===== src/rtl/cordic_phase_gen.sv =====
// Phase/sample source for the CORDIC rotator: wrapping degree accumulator, quadrant encoding,
// rate-divided sample strobes and a returned-result counter that closes each burst with done.
module cordic_phase_gen #(
    parameter int unsigned DATA_WIDTH  = 16,
    parameter int unsigned PHASE_WIDTH = 32,
    parameter int unsigned CNT_WIDTH   = 16
) (
    input  logic                   clk,
    input  logic                   rst_n,
    input  logic                   start_i,
    input  logic                   stop_i,
    input  logic [PHASE_WIDTH-1:0] phase_init_i,
    input  logic [PHASE_WIDTH-1:0] freq_word_i,
    input  logic [CNT_WIDTH-1:0]   num_samples_i,
    input  logic [7:0]             rate_div_i,
    input  logic [DATA_WIDTH-1:0]  amp_i,
    input  logic                   cordic_valid_i,
    output logic                   en_o,
    output logic [DATA_WIDTH-1:0]  x0_o,
    output logic [DATA_WIDTH-1:0]  y0_o,
    output logic [PHASE_WIDTH-1:0] phase_o,
    output logic                   busy_o,
    output logic                   done_o
);

    localparam int unsigned AccWidth = PHASE_WIDTH + 1;

    typedef logic signed [AccWidth-1:0] acc_t;

    localparam acc_t HalfTurn    = acc_t'(11796480);
    localparam acc_t NegHalfTurn = acc_t'(-11796480);
    localparam acc_t QuarterTurn = acc_t'(5898240);
    localparam acc_t NegQuarter  = acc_t'(-5898240);
    localparam acc_t FullTurn    = acc_t'(23592960);
    localparam acc_t MaxAngle    = acc_t'(11796479);
    localparam acc_t MinAngle    = acc_t'(-11796479);

    typedef enum logic [1:0] {
        StIdle,
        StRun,
        StWait
    } state_e;

    // Clamp a raw phase word into the open half-turn so a single wrap step always suffices.
    function automatic acc_t sat_angle(input logic [PHASE_WIDTH-1:0] raw);
        acc_t v;
        v = {raw[PHASE_WIDTH-1], raw};
        if (v > MaxAngle) begin
            v = MaxAngle;
        end else if (v < MinAngle) begin
            v = MinAngle;
        end
        return v;
    endfunction

    function automatic acc_t wrap_angle(input acc_t s);
        acc_t v;
        v = s;
        if (v >= HalfTurn) begin
            v = v - FullTurn;
        end else if (v < NegHalfTurn) begin
            v = v + FullTurn;
        end
        return v;
    endfunction

    // Quadrants 00/11 pass the angle through; 01/10 carry the residual relative to +/-90 deg.
    function automatic logic [PHASE_WIDTH-1:0] encode(input acc_t a);
        logic [PHASE_WIDTH-1:0] enc;
        acc_t                   r;
        enc = a[PHASE_WIDTH-1:0];
        r   = '0;
        if (a >= QuarterTurn) begin
            r   = a - QuarterTurn;
            enc = {2'b01, r[PHASE_WIDTH-3:0]};
        end else if (a < NegQuarter) begin
            r   = a + QuarterTurn;
            enc = {2'b10, r[PHASE_WIDTH-3:0]};
        end
        return enc;
    endfunction

    state_e                 state_q, state_d;
    acc_t                   acc_q, acc_d;
    acc_t                   step_q, step_d;
    logic [7:0]             rate_div_q, rate_div_d;
    logic [7:0]             div_cnt_q, div_cnt_d;
    logic [CNT_WIDTH-1:0]   num_q, num_d;
    logic [CNT_WIDTH-1:0]   issued_q, issued_d;
    logic [CNT_WIDTH-1:0]   returned_q, returned_d;
    logic                   en_q, en_d;
    logic [PHASE_WIDTH-1:0] phase_q, phase_d;
    logic [DATA_WIDTH-1:0]  x0_q, x0_d;
    logic                   busy_q, busy_d;
    logic                   done_q, done_d;

    acc_t init_sat;
    acc_t step_sat;
    logic limit_hit;

    always_comb begin
        state_d    = state_q;
        acc_d      = acc_q;
        step_d     = step_q;
        rate_div_d = rate_div_q;
        div_cnt_d  = div_cnt_q;
        num_d      = num_q;
        issued_d   = issued_q;
        returned_d = returned_q;
        en_d       = 1'b0;
        phase_d    = phase_q;
        x0_d       = x0_q;
        done_d     = 1'b0;
        init_sat   = sat_angle(phase_init_i);
        step_sat   = sat_angle(freq_word_i);
        limit_hit  = (num_q != '0) && (issued_q == num_q);

        if (state_q != StIdle && cordic_valid_i) begin
            returned_d = returned_q + 1'b1;
        end

        unique case (state_q)
            StIdle: begin
                if (start_i) begin
                    state_d    = StRun;
                    step_d     = step_sat;
                    acc_d      = wrap_angle(init_sat + step_sat);
                    phase_d    = encode(init_sat);
                    en_d       = 1'b1;
                    x0_d       = amp_i;
                    rate_div_d = rate_div_i;
                    num_d      = num_samples_i;
                    div_cnt_d  = '0;
                    issued_d   = {{(CNT_WIDTH-1){1'b0}}, 1'b1};
                    returned_d = '0;
                end
            end
            StRun: begin
                // stop and burst completion both take priority over a pending issue
                if (stop_i || limit_hit) begin
                    state_d = StWait;
                end else if (div_cnt_q == rate_div_q) begin
                    en_d      = 1'b1;
                    phase_d   = encode(acc_q);
                    acc_d     = wrap_angle(acc_q + step_q);
                    issued_d  = issued_q + 1'b1;
                    div_cnt_d = '0;
                end else begin
                    div_cnt_d = div_cnt_q + 8'd1;
                end
            end
            StWait: begin
                if (returned_q == issued_q) begin
                    state_d = StIdle;
                    done_d  = 1'b1;
                end
            end
            default: state_d = StIdle;
        endcase

        busy_d = (state_d != StIdle);
    end

    always_ff @(posedge clk or negedge rst_n) begin
        if (!rst_n) begin
            state_q    <= StIdle;
            acc_q      <= '0;
            step_q     <= '0;
            rate_div_q <= '0;
            div_cnt_q  <= '0;
            num_q      <= '0;
            issued_q   <= '0;
            returned_q <= '0;
            en_q       <= 1'b0;
            phase_q    <= '0;
            x0_q       <= '0;
            busy_q     <= 1'b0;
            done_q     <= 1'b0;
        end else begin
            state_q    <= state_d;
            acc_q      <= acc_d;
            step_q     <= step_d;
            rate_div_q <= rate_div_d;
            div_cnt_q  <= div_cnt_d;
            num_q      <= num_d;
            issued_q   <= issued_d;
            returned_q <= returned_d;
            en_q       <= en_d;
            phase_q    <= phase_d;
            x0_q       <= x0_d;
            busy_q     <= busy_d;
            done_q     <= done_d;
        end
    end

    assign en_o    = en_q;
    assign x0_o    = x0_q;
    assign y0_o    = '0;
    assign phase_o = phase_q;
    assign busy_o  = busy_q;
    assign done_o  = done_q;

endmodule

===== config.mk =====
export PLATFORM = sky130hd
export DESIGN_NAME = cordic_phase_gen
export DESIGN_NICKNAME = d
export VERILOG_FILES = /design/src/rtl/cordic_phase_gen.sv
export SDC_FILE = /design/constraint.sdc
export NUM_CORES = 1
export LEC_CHECK = 0
export ABC_AREA = 1
export BUFFER_PORTS_ARGS = -buffer_cell sky130_fd_sc_hd__buf_2
export CAP_MARGIN = 10
export CORE_MARGIN = 1.5
export CORE_UTILIZATION = 37
export DETAILED_ROUTE_END_ITERATION = 10
export HOLD_SLACK_MARGIN = 0.08
export PLACE_DENSITY = 0.66
export SYNTH_ARGS = -nofsm -noshare
export SYNTH_HDL_FRONTEND = slang
export SYNTH_SLANG_ARGS = --single-unit

===== constraint.sdc =====
create_clock -name clk -period 3.6 [get_ports clk]
set_clock_uncertainty 0.2 [all_clocks]
set_input_delay 0.36 -clock clk [delete_from_list [all_inputs] [get_ports clk]]
set_output_delay 0.36 -clock clk [all_outputs]
set_load 0.005 [all_outputs]

=== Word level (Yosys, flattened, before mapping) ===
Cells that the tools add are included.

* Register bits after elaboration: 183
* Bits of input ports: 109
* Word-level logic and storage cells: 98

* Add/sub/neg operators: 13
* $lt $le $gt $ge: 12
* Equal/unequal tests: 8
* Muxes and demuxes: 41
* Reduce and logical (&&, ||, !) cells: 11

{| class="wikitable"
|+ Operator list
! operator !! number
|-
| $mux 33 || 11
|-
| $mux 32 || 7
|-
| $mux 16 || 6
|-
| $add 33x26->33 const B || 2
|-
| $add 33x33->33 || 2
|-
| $ge 33x24->1 const B || 2
|-
| $ge 33x25->1 const B || 2
|-
| $lt 33x24->1 const B || 2
|-
| $lt 33x25->1 const B || 2
|-
| $pmux 33 s2 || 1
|-
| $sub 33x26->33 const B || 2
|-
| $gt 32x25->1 const B || 2
|-
| $lt 32x25->1 const B || 2
|-
| $pmux 32 s2 || 1
|-
| $add 30x24->30 const B || 2
|-
| $sub 30x24->30 const B || 2
|-
| $add 16x1->16 const B || 2
|-
| $eq 16x16->1 || 2
|-
| $pmux 16 s2 || 1
|-
| $mux 8 || 3
|-
| $pmux 8 s2 || 1
|-
| $reduce_bool 16->1 || 1
|-
| $add 8x1->8 const B || 1
|-
| $eq 8x8->1 || 1
|-
| 14 further kinds || 25
|}

=== Logic depth before layout (Yosys ltp) ===
* Word-level depth: 9
* Depth in mapped cells: 39
* Gate-level depth less buffers: 37

=== Worst setup path after synthesis ===
OpenSTA, ideal clock, no wires.

* Kind: input to register
* From: input phase_init_i[17]
* To: register acc_q[25]
* Setup time: 0.124 ns
* Arrival time: 4.324 ns
* Data required time: 3.276 ns
* Slack: -1.049 ns
* Stages: 36
* Buffers on the path: 2
* Cells stage by stage: inv_1 nand3_1 nor3_1 a41oi_1 o31a_1 nor2_1 nor3_1 inv_1 ha_1 buf_2 clkinv_1 clkbuf_1 a21oi_1 inv_1 ha_1 nand2_1 inv_1 nand2_1 nor2_1 nand3b_1 nand3_1 nand2_1 nand2_1 inv_1 ha_1 inv_1 nand3_1 nand2_1 nand2_1 xor2_1 nand2_1 o21ai_1 nand2_1 nand2_1 nand2_1 nand3_1

* Cells in the longest elaborated chain, start to end: 9

{| class="wikitable"
|+ RTL lines
! item !! RTL line !! text
|-
| from (decl) || 12 || <nowiki>input logic [PHASE_WIDTH-1:0] phase_init_i,</nowiki>
|-
| $lt 32x25->1 || 50 || <nowiki>end else if (v < MinAngle) begin</nowiki>
|-
| $mux 33 || 50 ||
|-
| $mux 33 * || 48 || <nowiki>if (v > MaxAngle) begin</nowiki>
|-
| $add 33x33->33 * || 127 || <nowiki>acc_d = wrap_angle(init_sat + step_sat);</nowiki>
|-
| $add 33x26->33 / $lt 33x25->1 (equally long branches) || 62, 61 ||
|-
| $mux 33 || 61 || <nowiki>end else if (v < NegHalfTurn) begin</nowiki>
|-
| $mux 33 * || 59 || <nowiki>if (v >= HalfTurn) begin</nowiki>
|-
| $mux 33 * || 124 || <nowiki>if (start_i) begin</nowiki>
|-
| $pmux 33 s2 * || 122 || <nowiki>unique case (state_q)</nowiki>
|-
| to (signal assigned) || 167 || <nowiki>acc_q <= '0;</nowiki>
|-
| to (signal assigned) || 181 || <nowiki>acc_q <= acc_d;</nowiki>
|-
| to (decl) || 84 || <nowiki>acc_t acc_q, acc_d;</nowiki>
|}

Mark *: on every way between the ends. The rest lies on a longest branch, timed or not. The select of a mux whose other input is x is not followed.
A chain may end at the register's enable or synchronous reset.

=== Worst setup path after layout ===
* From: input phase_init_i[12]
* To: register acc_q[30]

The elaborated chain is that of the path after synthesis.

==> flow_metrics.py <==
metrics = {
    "clock_tree": {
        "cts.sink_count": 182,
        "clockBufferDepth": 2,
        "cts_buffers": 17,
        "cts_tree": "yes",
        "worstSkewPairLatency_ns": 0.46,
        "cts.clk_slew.worst_paths_ns": 0.07,
        "cts-root-buf": "clkbuf_16",
        "htree_levels": 4,
    },
    "detailed_routing": {
        "met2_length_um": 31700,
        "wl_met1_um": 30500,
        "ant_nets": 0,
        "drt_iter0_drc": 1704,
        "viasPerCell": 5.09,
        "wl_met3_um": 4650,
        "drc": 0,
        "wl_per_cell_um": 16.3,
        "route.vias.total": 21600,
        "top_layer_used": "met4",
        "wl_um": 69000,
        "drt-pass1-iter-count": 6,
    },
    "timing": {
        "fmax_mhz": 223,
        "layout_setup_ws_ns": -0.882,
        "hold_violations": 0,
        "relSlewSlack_pct": 37.2,
        "setup_tns_ns": -15.15,
        "period_share_pct": 125,
        "period_minus_slack_ns": 4.48,
        "tightestPinTransition_ns": 0.942,
        "finalSetupViolCount": 36,
        "maxSlewViolCount": 0,
        "rsz0062_at_grt": "yes",
    },
    "pwr": {
        "pwr-share-seq_pct": 31.2,
        "p_clk_share_pct": 28.4,
        "internal_power_mw": 4.47,
        "leakage_nw": 13.9,
        "p_sw_mw": 2.52,
        "pwr_density_cell_nw_per_um2": 272,
        "vdd_ir_drop_max_mv": 0.328,
        "pwr-share-comb_pct": 40.4,
        "switching_share_pct": 36.1,
    },
    "yosys": {
        "synth_area_um2": 18100,
        "ys_types": 58,
        "synth_top_family_by_area": "simple AND/OR/NAND/NOR gates",
        "yosys_most_used_dff": "dfrtp_1",
        "synth_enable_flop_cells": 0,
        "async_reset_ff_share_pct": 100,
        "ys_seq_area_share_pct": 25.1,
        "yosysWarningCount": 0,
        "syn_avg_cell_area_um2": 5.96,
        "synth-compound-area-share_pct": 10.2,
        "synthXorXnorAreaFrac_pct": 4.30,
        "synth_fa_ha_area_share_pct": 5.67,
        "synthMuxAreaShare_pct": 0,
        "ys_ff_latch": 182,
        "syn_inst": 3044,
        "synth-simple-area-share_pct": 42.8,
    },
    "die": {
        "rows": 80,
        "die-width_um": 224,
        "coreArea_um2": 48000,
        "die_area_um2": 50400,
        "io_pins": 176,
        "die_h_um": 224,
        "start_util_pct": 37.8,
    },
    "setup_path": {
        "r2r-start": "acc_q[0]",
        "critPathMaxStageDelay_ns": 0.46,
        "path_class": "input pin to flop",
        "rr_worst_depth": 24,
        "timing.rr.end": "acc_q[22]",
        "crit_path_top_delay_cell": "nor4_4",
        "critical_path_required_ns": 3.75,
        "critPathLaunchType": "input pin",
        "arrival_ns": 4.63,
        "r2r_slack_ns": 0.04,
        "worstSetupEndpointType": "flop",
        "crit_fanout": 8,
    },
    "grt": {
        "antenna_found_initial": 0,
        "track_usage_pct": 26.8,
        "first_global_vias": 20200,
        "grt_max_degree": 116,
        "grt_pass1_wl_um": 106000,
        "overflow": 0,
    },
    "status": {
        "outcome": "finished with violations",
        "violations": "negative setup slack",
    },
    "min_path": {
        "holdCritStartpoint": "start_i",
        "hp-class": "input pin to flop",
        "min_to": "rate_div_q[6]",
        "worstHoldPathCells": 4,
    },
    "final_layout": {
        "syn2layout_area_growth_pct": 41.8,
        "nets": 3803,
        "drive_gt1_share_pct": 30.1,
        "fill_cells": 4663,
        "final_core_util_pct": 53.6,
        "antenna_cells": 0,
    },
    "place": {
        "place_congestion": 0.998,
        "place_ws_ns": -1.98,
        "portBuffers": 159,
        "dpl.hpwl_um": 53300,
    },
    "run": {
        "cap_violations": 0,
    },
}
## worst max-delay path by stage
stage | from | cells past startpoint | end
5_1_grt | phase_init_i[10] | 36 | acc_q[30]
3_5_place_dp | phase_init_i[14] | 33 | acc_q[23]
2_1_floorplan | phase_init_i[10] | 35 | acc_q[29]
4_1_cts | phase_init_i[12] | 33 | acc_q[31]
6_report | phase_init_i[12] | 34 | acc_q[30]
3_3_place_gp | phase_init_i[14] | 33 | acc_q[25]
## per-layer routing
layer,vias to the layer above,track usage [%]
li1,10800,-
met1,9967,36.6
met2,732,43.6
met3,132,3.46
met4,0,8.79
met5,-,0
## cell families after synthesis
kind of cell,after synthesis
AND/OR/NAND/NOR,1835
flip-flops,182
buffers and inverters,539
AO/OA/AOI/OAI,317
XOR/XNOR,89
other,1
adder cells (fa/ha/maj),81
## synth_stat cells, types with 18 or more instances
master	count	area, µm²
a21oi_1	123	616
a31oi_1	19	119
buf_4	18	135
clkbuf_1	50	188
dfrtp_1	182	4550
ha_1	79	988
inv_1	432	1620
nand2_1	1171	4400
nand2_2	44	275
nand3_1	170	851
nand4_1	55	344
nor2_1	248	931
nor2_2	21	131
nor3_1	43	215
nor4_1	25	156
o211ai_1	19	143
o21ai_0	73	365
o22ai_1	21	131
xnor2_1	35	307
xor2_1	54	473
## power groups by stage
| stage | clock network (mW) | registers, mW | logic, mW |
|---|---|---|---|
| floorplan | 0 | 2.20 | 1.15 |
| global placement | 0 | 2.22 | 2.13 |
| detailed placement | 0 | 2.22 | 2.13 |
| CTS | 2.01 | 2.18 | 2.46 |
| global route | 2.10 | 2.19 | 3.05 |
| finish | 1.99 | 2.18 | 2.82 |
## stage by stage
| step | hold WS (ns) | cells | instance area (µm²) | total power, mW |
|---|---|---|---|---|
| after floorplan | -0.136 | 3059 | 18600 | 3.35 |
| after CTS | 0.178 | 4226 | 24800 | 6.66 |
| after global placement | 0.257 | 4122 | 22600 | 4.35 |
| final | 0.201 | 4241 | 25700 | 6.99 |
| after global routing | 0.216 | 4241 | 25700 | 7.34 |
| after detailed placement | 0.260 | 4122 | 22600 | 4.35 |
## placed cells by master (no fill, tap or decap), types with 39 or more instances in the layout
cell type / count
nor2_2: 44
inv_2: 41
ha_1: 44
a21oi_1: 100
inv_1: 401
nand2_4: 39
dlygate4sd3_1: 42
nand2_1: 1028
dfrtp_1: 182
buf_4: 379
buf_2: 154
nand4_1: 55
o21ai_0: 55
xor2_1: 51
nand3_1: 141
nand2_2: 154
nor2_1: 199
## worst max-delay path, delay by kind of cell
family,cells,cell delay [ns]
buffers and inverters,9,0.83
adder cells (fa/ha/maj),4,0.95
AO/OA/AOI/OAI,3,0.56
AND/OR/NAND/NOR,18,1.89
## timing repair
item                       in CTS  in global routing
hold buffers                   42                  0
cloned                          3                  0
gates resized for setup       209                231
hold endpoints to repair      143                  0
pin swaps                      37                 86
setup endpoints to repair      46                 44
setup buffers                  27                 16
## area by class of cell
class / instances / area, µm² / share of cell area, %
clock buffers: 18 / 439 / 1.71
clock inverters: 14 / 181 / 0.705
inverters: 450 / 1730 / 6.72
multi-input cells: 2338 / 13400 / 52.0
flip-flops and latches: 182 / 4550 / 17.7
well taps: 615 / 769 / 2.99
repair buffers: 622 / 4660 / 18.1
repair inverters: 2 / 25.0 / 0.0973
## flip-flops by register name, summed over array words and instances, names as in the netlist
name,count
acc_q,33
phase_o,32
step_q,32
issued_q,16
num_q,16
returned_q,16
x0_o,16
div_cnt_q,8
rate_div_q,8
state_q,2
busy_o,1
done_o,1
en_o,1
Power figures use the tool's default switching activity.
